===== src/rtl/wb_stream_reader.sv =====
// Stream-to-memory DMA: buffers a valid/ready stream in a FWFT FIFO and
// writes it out as Wishbone incrementing bursts into a memory buffer.
module wb_stream_reader #(
  parameter int WB_AW   = 32,
  parameter int WB_DW   = 32,
  parameter int FIFO_AW = 4
) (
  input  logic                 wb_clk_i,
  input  logic                 wb_rst_n_i,
  input  logic                 enable,
  input  logic [WB_AW-1:0]     start_adr,
  input  logic [WB_AW-1:0]     buf_size,
  input  logic [WB_AW-1:0]     burst_size,
  input  logic [WB_DW-1:0]     stream_data,
  input  logic                 stream_valid,
  output logic                 stream_ready,
  output logic [WB_AW-1:0]     wbm_adr_o,
  output logic [WB_DW-1:0]     wbm_dat_o,
  output logic [WB_DW/8-1:0]   wbm_sel_o,
  output logic                 wbm_we_o,
  output logic                 wbm_cyc_o,
  output logic                 wbm_stb_o,
  output logic [2:0]           wbm_cti_o,
  output logic [1:0]           wbm_bte_o,
  input  logic                 wbm_ack_i,
  input  logic                 wbm_err_i,
  output logic                 busy,
  output logic                 done,
  output logic                 error
);

  localparam int unsigned      DEPTH    = 1 << FIFO_AW;
  localparam logic [WB_AW-1:0] DEPTH_W  = WB_AW'(DEPTH);
  localparam logic [WB_AW-1:0] ONE_W    = WB_AW'(1);
  localparam logic [WB_AW-1:0] STEP_W   = WB_AW'(WB_DW / 8);
  localparam logic [FIFO_AW:0] FULL_LVL = {1'b1, {FIFO_AW{1'b0}}};

  typedef enum logic [1:0] {
    IDLE,
    WAIT,
    BURST
  } state_t;

  state_t state, state_nxt;

  logic [WB_DW-1:0]   fifo_mem [DEPTH];
  logic [FIFO_AW-1:0] wr_ptr, rd_ptr;
  logic [FIFO_AW:0]   level;
  logic               fifo_full;
  logic               ready_en;
  logic               push, pop;

  logic [WB_AW-1:0]   adr;
  logic [WB_AW-1:0]   remaining;
  logic [WB_AW-1:0]   burst_cfg;
  logic [WB_AW-1:0]   beats;
  logic [WB_AW-1:0]   blen;
  logic [WB_AW-1:0]   level_w;
  logic               burst_go;
  logic               last_ack;

  // ---------------------------------------------------------------- FIFO
  assign fifo_full    = (level == FULL_LVL);
  assign stream_ready = ready_en & ~fifo_full;
  assign push         = stream_valid & stream_ready;
  assign pop          = (state == BURST) & wbm_ack_i & ~wbm_err_i;
  assign level_w      = WB_AW'(level);

  // Holds stream_ready low through reset and the first clock after release.
  always_ff @(posedge wb_clk_i or negedge wb_rst_n_i) begin
    if (!wb_rst_n_i) ready_en <= 1'b0;
    else             ready_en <= 1'b1;
  end

  always_ff @(posedge wb_clk_i) begin
    if (push) fifo_mem[wr_ptr] <= stream_data;
  end

  always_ff @(posedge wb_clk_i or negedge wb_rst_n_i) begin
    if (!wb_rst_n_i) begin
      wr_ptr <= '0;
      rd_ptr <= '0;
      level  <= '0;
    end else begin
      if (push) wr_ptr <= wr_ptr + 1'b1;
      if (pop)  rd_ptr <= rd_ptr + 1'b1;
      case ({push, pop})
        2'b10:   level <= level + 1'b1;
        2'b01:   level <= level - 1'b1;
        default: level <= level;
      endcase
    end
  end

  // ------------------------------------------------------- burst sizing
  always_comb begin
    blen = (burst_cfg == '0) ? ONE_W : burst_cfg;
    if (remaining < blen) blen = remaining;
    if (blen > DEPTH_W)   blen = DEPTH_W;
  end

  assign burst_go = (state == WAIT) && (level_w >= blen);
  assign last_ack = pop && (beats == ONE_W);

  // ---------------------------------------------------------------- FSM
  always_ff @(posedge wb_clk_i or negedge wb_rst_n_i) begin
    if (!wb_rst_n_i) state <= IDLE;
    else             state <= state_nxt;
  end

  always_comb begin
    state_nxt = state;
    case (state)
      IDLE:  if (enable && (buf_size != '0)) state_nxt = WAIT;
      WAIT:  if (burst_go) state_nxt = BURST;
      BURST: begin
        if (wbm_err_i)     state_nxt = IDLE;
        else if (last_ack) state_nxt = (remaining == ONE_W) ? IDLE : WAIT;
      end
      default: state_nxt = IDLE;
    endcase
  end

  always_comb begin
    wbm_cyc_o = (state == BURST);
    wbm_stb_o = (state == BURST);
    wbm_we_o  = (state == BURST);
    wbm_cti_o = 3'b000;
    if (state == BURST) wbm_cti_o = (beats == ONE_W) ? 3'b111 : 3'b010;
    wbm_adr_o = adr;
    wbm_dat_o = fifo_mem[rd_ptr];
    wbm_sel_o = '1;
    wbm_bte_o = 2'b00;
    busy      = (state != IDLE);
  end

  // ----------------------------------------------------------- datapath
  always_ff @(posedge wb_clk_i or negedge wb_rst_n_i) begin
    if (!wb_rst_n_i) begin
      adr       <= '0;
      remaining <= '0;
      burst_cfg <= '0;
      beats     <= '0;
      done      <= 1'b0;
      error     <= 1'b0;
    end else begin
      done  <= 1'b0;
      error <= 1'b0;
      if ((state == IDLE) && enable) begin
        adr       <= start_adr;
        remaining <= buf_size;
        burst_cfg <= burst_size;
        if (buf_size == '0) done <= 1'b1;
      end
      if (burst_go) beats <= blen;
      if ((state == BURST) && wbm_err_i) error <= 1'b1;
      if (pop) begin
        adr       <= adr + STEP_W;
        remaining <= remaining - ONE_W;
        beats     <= beats - ONE_W;
        if (last_ack && (remaining == ONE_W)) done <= 1'b1;
      end
    end
  end

endmodule

===== config.mk =====
export PLATFORM = sky130hd
export DESIGN_NAME = wb_stream_reader
export DESIGN_NICKNAME = d
export VERILOG_FILES = /design/src/rtl/wb_stream_reader.sv
export SDC_FILE = /design/constraint.sdc
export NUM_CORES = 1
export LEC_CHECK = 0
export ABC_AREA = 1
export CAP_MARGIN = 10
export CORE_ASPECT_RATIO = 0.8
export CORE_MARGIN = 1
export CORE_UTILIZATION = 48
export DETAILED_ROUTE_END_ITERATION = 8
export PLACE_DENSITY = 0.74
export SLEW_MARGIN = 20
export SYNTH_ARGS = -nofsm -noshare
export SYNTH_HDL_FRONTEND = slang
export SYNTH_SLANG_ARGS = --single-unit
export TNS_END_PERCENT = 50

===== constraint.sdc =====
create_clock -name wb_clk_i -period 11.1 [get_ports wb_clk_i]
set_clock_uncertainty 0.2 [all_clocks]
set_input_delay 1.665 -clock wb_clk_i [delete_from_list [all_inputs] [get_ports wb_clk_i]]
set_output_delay 1.665 -clock wb_clk_i [all_outputs]
set_load 0.1 [all_outputs]

# After elaboration in Yosys (flattened, before gate mapping)
# Memories as Yosys holds them, arrays and structs flattened.
# Cells that the tools add are included.
# totals
regBits	146
latchBits	0
ram_bits	512
rom_bits	0
inputBits	134
output_inout_bits	80
word_cells	78
n_memories	1
# memory_table
name	words	word_bits	read_ports	rd_ports_with_merged_regs	write_ports	line	rtl
fifo_mem	16	32	1	0	1	46	logic [WB_DW-1:0] fifo_mem [DEPTH];
# classes
n_addsub	7
mul	0
div	0
n_lt_le_gt_ge	3
n_eq_ne	10
shift	0
muxes	25
bitwise	6
n_reduce_logical	15
# ops
operator	n
32-bit two-way mux	9
32-bit by 1-bit == test with 1-bit output (second input constant)	2
32-bit logical NOT	2
32-bit by 1-bit subtractor with 32-bit output (second input constant)	2
32-bit by 3-bit adder with 32-bit output (second input constant)	1
5-bit by 32-bit >= comparator with 1-bit output	1
32-bit by 5-bit greater-than comparator with 1-bit output (second input constant)	1
32-bit < comparator	1
32-bit nonzero test	1
5-bit case mux with 2 select lines	1
4-bit by 1-bit adder with 4-bit output (second input constant)	2
1-bit two-way mux	8
2-bit two-way mux	4
2-bit nonzero test	4
1-bit logical AND	6
3-bit two-way mux	2
2-bit case mux with 3 select lines	1
5-bit by 1-bit adder with 5-bit output (second input constant)	1
5-bit == test (second input constant)	1
5-bit by 1-bit subtractor with 5-bit output (second input constant)	1
1-bit bitwise AND	4
2-bit by 1-bit == test with 1-bit output (second input constant)	2
2-bit == test (second input constant)	2
2-bit inequality test (second input constant)	2
other kinds (4)	5

# Depth between registers and ports, before layout
# logic_depth
ltp_word	10
mapped_depth	38
depth_no_buf	37

# Least setup slack after synthesis
# Ideal clock, no wire load.
# synth_path
path_kind	reg2out
from	register state[0]
to	output wbm_cti_o[2]
arrival_ns	4.651
required_ns	9.235
path_slack_ns	4.584
path_stages_with_launch	5
n_path_buf	1
cell_sequence	dfrtp_1 nor2_1 inv_2 nor3_1 buf_4
# synth_between
elab_chain_cells	2
# synth_lines
element	line	rtl
from (decl)	44	state_t state, state_nxt;
from (signal assigned)	108	else state <= state_nxt;
2-bit == test	-	
named net wbm_cyc_o	21	output logic wbm_cyc_o,
3-bit two-way mux	129	if (state == BURST) wbm_cti_o = (beats == ONE_W) ? 3'b111 : 3'b010;
to (decl)	23	output logic [2:0] wbm_cti_o,
# The timed path passes the listed nets, and every way through them passes these cells.

# Worst setup path after layout
# layout_path
from	register rd_ptr[0]
to	output wbm_dat_o[1]
# layout_between
elab_chain_cells	1
# layout_lines
element	line	rtl
from (decl)	47	logic [FIFO_AW-1:0] wr_ptr, rd_ptr;
from (signal assigned)	86	if (pop) rd_ptr <= rd_ptr + 1'b1;
memory read 16 x 32 bit	-	
to (decl)	18	output logic [WB_DW-1:0] wbm_dat_o,
# Every way passes these cells.

==> results_dict.tcl <==
set metrics [dict create \
    numCtsBuffers 67 \
    cp.required_ps 9240 \
    grt_pass1_wl_um 115000 \
    synth_area_leaders "edfxtp_1 52%, dfrtp_1 12%, nand2_1 4.5%" \
    start_util 0.4898 \
    worstPathArrival_ps 5150 \
    core.rowCount 80 \
    drv_cap 0 \
    vias 21113 \
    clkTransAtPathRegs_ps 60 \
    fin_crit_sh 0.6321 \
    routedWlPerCell_um 20.41 \
    slew_headroom 0.2611 \
    grt_overflow 0 \
    firstDrtPassIters 6 \
    report.final.slew_viol_count 0 \
    synth_commonest_cells "512 x edfxtp_1, 355 x nand2_1, 341 x nor2_1, 243 x o21ai_0, 155 x inv_1" \
    drt_iter0_drc 2248 \
    design.core.area_mm2 0.06016 \
    placed_area_mm2 0.03234 \
    design_area_mm2 0.03451 \
    path_class "reg2out" \
    drc 0 \
    areaGrowthSynthToFinish_pct 17.11 \
    synth_top_cell_area_share 0.5218 \
    reg2reg_slack_ps 4480 \
    grt_max_degree 98 \
    synthFlopType "edfxtp_1" \
    antenna_found_initial 6 \
    die_area_mm2 0.06239 \
    setup_viol 0 \
    synth_edf_count 512 \
    cts_sinks 658 \
    die_h_um 223.6 \
    worst_slew_pin_slew_ps 1105 \
    cts_buffer_depth 3 \
    finalHoldViolations 0 \
    synth_seq_cells 658 \
    io_buffers 207 \
    post_cts_resized 0 \
    rsz0062_at_grt "no" \
    leakagePower_nw 12.66 \
    synth_area_per_cell_um2 11.33 \
    hp-start "wbm_adr_o[1]$_DFFE_PN0P_" \
    end_kind "output pin" \
    placed_cells 3519 \
    yosysWarnings 0 \
    reg2regPathDepth 25 \
    synthMostInstantiatedCell "edfxtp_1" \
    power_density_mw_per_mm2 305.6 \
    layout_min_cycle_time_ps 7016 \
    synthesis.area_mm2 0.02947 \
    postCtsSetupBuffers 0 \
    synth.distinct_cells 57 \
    fin_cells 3644 \
    status "complete, no violations" \
    layout_setup_ws_ps 4084 \
    vias_per_cell 5.794 \
    worst_r2r_startpoint "remaining[17]$_DFFE_PN0P_" \
    fmax_mhz 142.5 \
    dp_slack_ps 4595 \
    fin_setup_tns_ps 0 \
    final_nets 2953 \
    grt_use_total 0.2384 \
    tritoncts "built" \
    io_pins 214 \
    ir_worst_vdd_v 0.0003649 \
    die_w_um 279.0 \
    hpwl_um 43250 \
    htree_num_levels 3 \
    totalWireLength_um 74380 \
    holdPathEnd "wbm_adr_o[1]$_DFFE_PN0P_" \
    root_buffer "clkbuf_16" \
    hold_path_depth 2 \
    ctsHoldBuffers 0 \
    globalplace.congestion 0.8856 \
    clk_latency_ps 610 \
    grt_pass1_vias 20735 \
    syn_inst 2601 \
    final_layout_size_suffix_gt1_frac 0.07482 \
    cp_max_fo 90 \
    synthArstFlopShare 0.2219 \
    r2r-end "beats[17]$_DFFE_PN0P_" \
    ant_nets 0 \
    start_kind "flip-flop" \
    hold_path.class "reg2reg" \
    yosysTopAreaCell "edfxtp_1" \
    ys_seq_area_frac 0.6458 \
]
-- layout make-up --
| class | count | area (um^2) |
|---|---|---|
| diodes | 4 | 10.01 |
| multi-input cells | 1633 | 9329 |
| flip-flops and latches | 658 | 19040 |
| repair buffers | 238 | 2310 |
| clock inverters | 32 | 321.6 |
| inverters | 170 | 640.6 |
| fillers | 4744 | 25650 |
| clock buffers | 89 | 1829 |
| well taps | 820 | 1026 |
-- kinds of logic (layout without fill, tap and decap cells) --
family                     after synthesis  in the layout  synth area share
adders and majority gates               51             51           0.02191
and+or+nand+nor                        912            912            0.1324
AOI/OAI and AO/OA                      546            546            0.1183
muxes                                   91             91           0.03091
DFF                                    658            658            0.6458
xor gates and xnor gates                26             26          0.007728
other                                    2             11         0.0002549
buffers and inverters                  315            529           0.04267
-- flip-flops by register name, indices dropped and copies added (netlist names) --
name	flops
wbm_adr_o	32
done	1
wr_ptr	4
level	5
rd_ptr	4
state	2
burst_cfg	32
fifo_mem	512
error	1
remaining	32
beats	32
ready_en	1
-- routing by layer --
metal	part of all wire	GRT usage	vias to the layer above
li1	-	-	9730
met1	0.42	0.3222	10348
met2	0.47	0.3830	832
met3	0.068	0.03682	199
met4	0.039	0.1069	4
met5	0.00040	0	-
-- worst max-delay path, cell delays in order, from the launching register on --
cell             delay (ps)
dfrtp_4                 830
inv_4                   910
buf_4                   820
nor2_1                  110
o32ai_1                 300
o211ai_1                140
nand2_1                 200
clkdlybuf4s50_1        1170
-- per-stage QoR --
step	total power, W	util	hold WS (ps)
after floorplan	0.007068	-	267.8
after global placement	0.008185	0.5376	256.5
after detailed placement	0.008324	0.5376	269.5
after CTS	0.01055	0.5734	282.9
after global routing	0.01110	0.5736	311.7
final	0.01054	0.5736	282.0
-- cells in the final DEF, fill, tap and decap left out, types with 20 or more instances in the layout --
| master | Yosys | layout |
|---|---|---|
| nor3_1 | 29 | 29 |
| nor2_1 | 341 | 324 |
| ha_1 | 50 | 50 |
| xor2_1 | 20 | 20 |
| clkbuf_16 | 0 | 67 |
| buf_4 | 11 | 30 |
| mux2i_1 | 91 | 91 |
| edfxtp_1 | 512 | 512 |
| o211ai_1 | 69 | 69 |
| o21ai_0 | 243 | 243 |
| nor2_4 | 4 | 21 |
| clkdlybuf4s50_1 | 0 | 206 |
| nand2_1 | 355 | 354 |
| dfrtp_1 | 146 | 142 |
| inv_1 | 155 | 154 |
| o32ai_1 | 30 | 30 |
| nand3_1 | 106 | 106 |
| o221ai_1 | 96 | 96 |
| a21oi_1 | 53 | 53 |
-- how the worst max path moves through the flow --
stage          slack, ps                 startpoint  cells after the start                     to
6_report            4080      rd_ptr[0]$_DFFE_PN0P_                      7           wbm_dat_o[1]
5_1_grt             3840      rd_ptr[0]$_DFFE_PN0P_                      7           wbm_dat_o[1]
4_1_cts             4070      rd_ptr[0]$_DFFE_PN0P_                      7           wbm_dat_o[1]
3_5_place_dp        4600  remaining[17]$_DFFE_PN0P_                     25  beats[17]$_DFFE_PN0P_
3_3_place_gp        4720  remaining[17]$_DFFE_PN0P_                     25  beats[17]$_DFFE_PN0P_
2_1_floorplan       4580       state[0]$_DFFE_PN0P_                      4           wbm_cti_o[2]
-- power by group --
group	total [W]	internal (W)	switching (W)
Combinational	0.00495	0.00136	0.00359
Sequential	0.00338	0.00300	0.000379
Clock	0.00221	0.00126	0.000949
No activity file was read; power rests on OpenSTA's default activity.
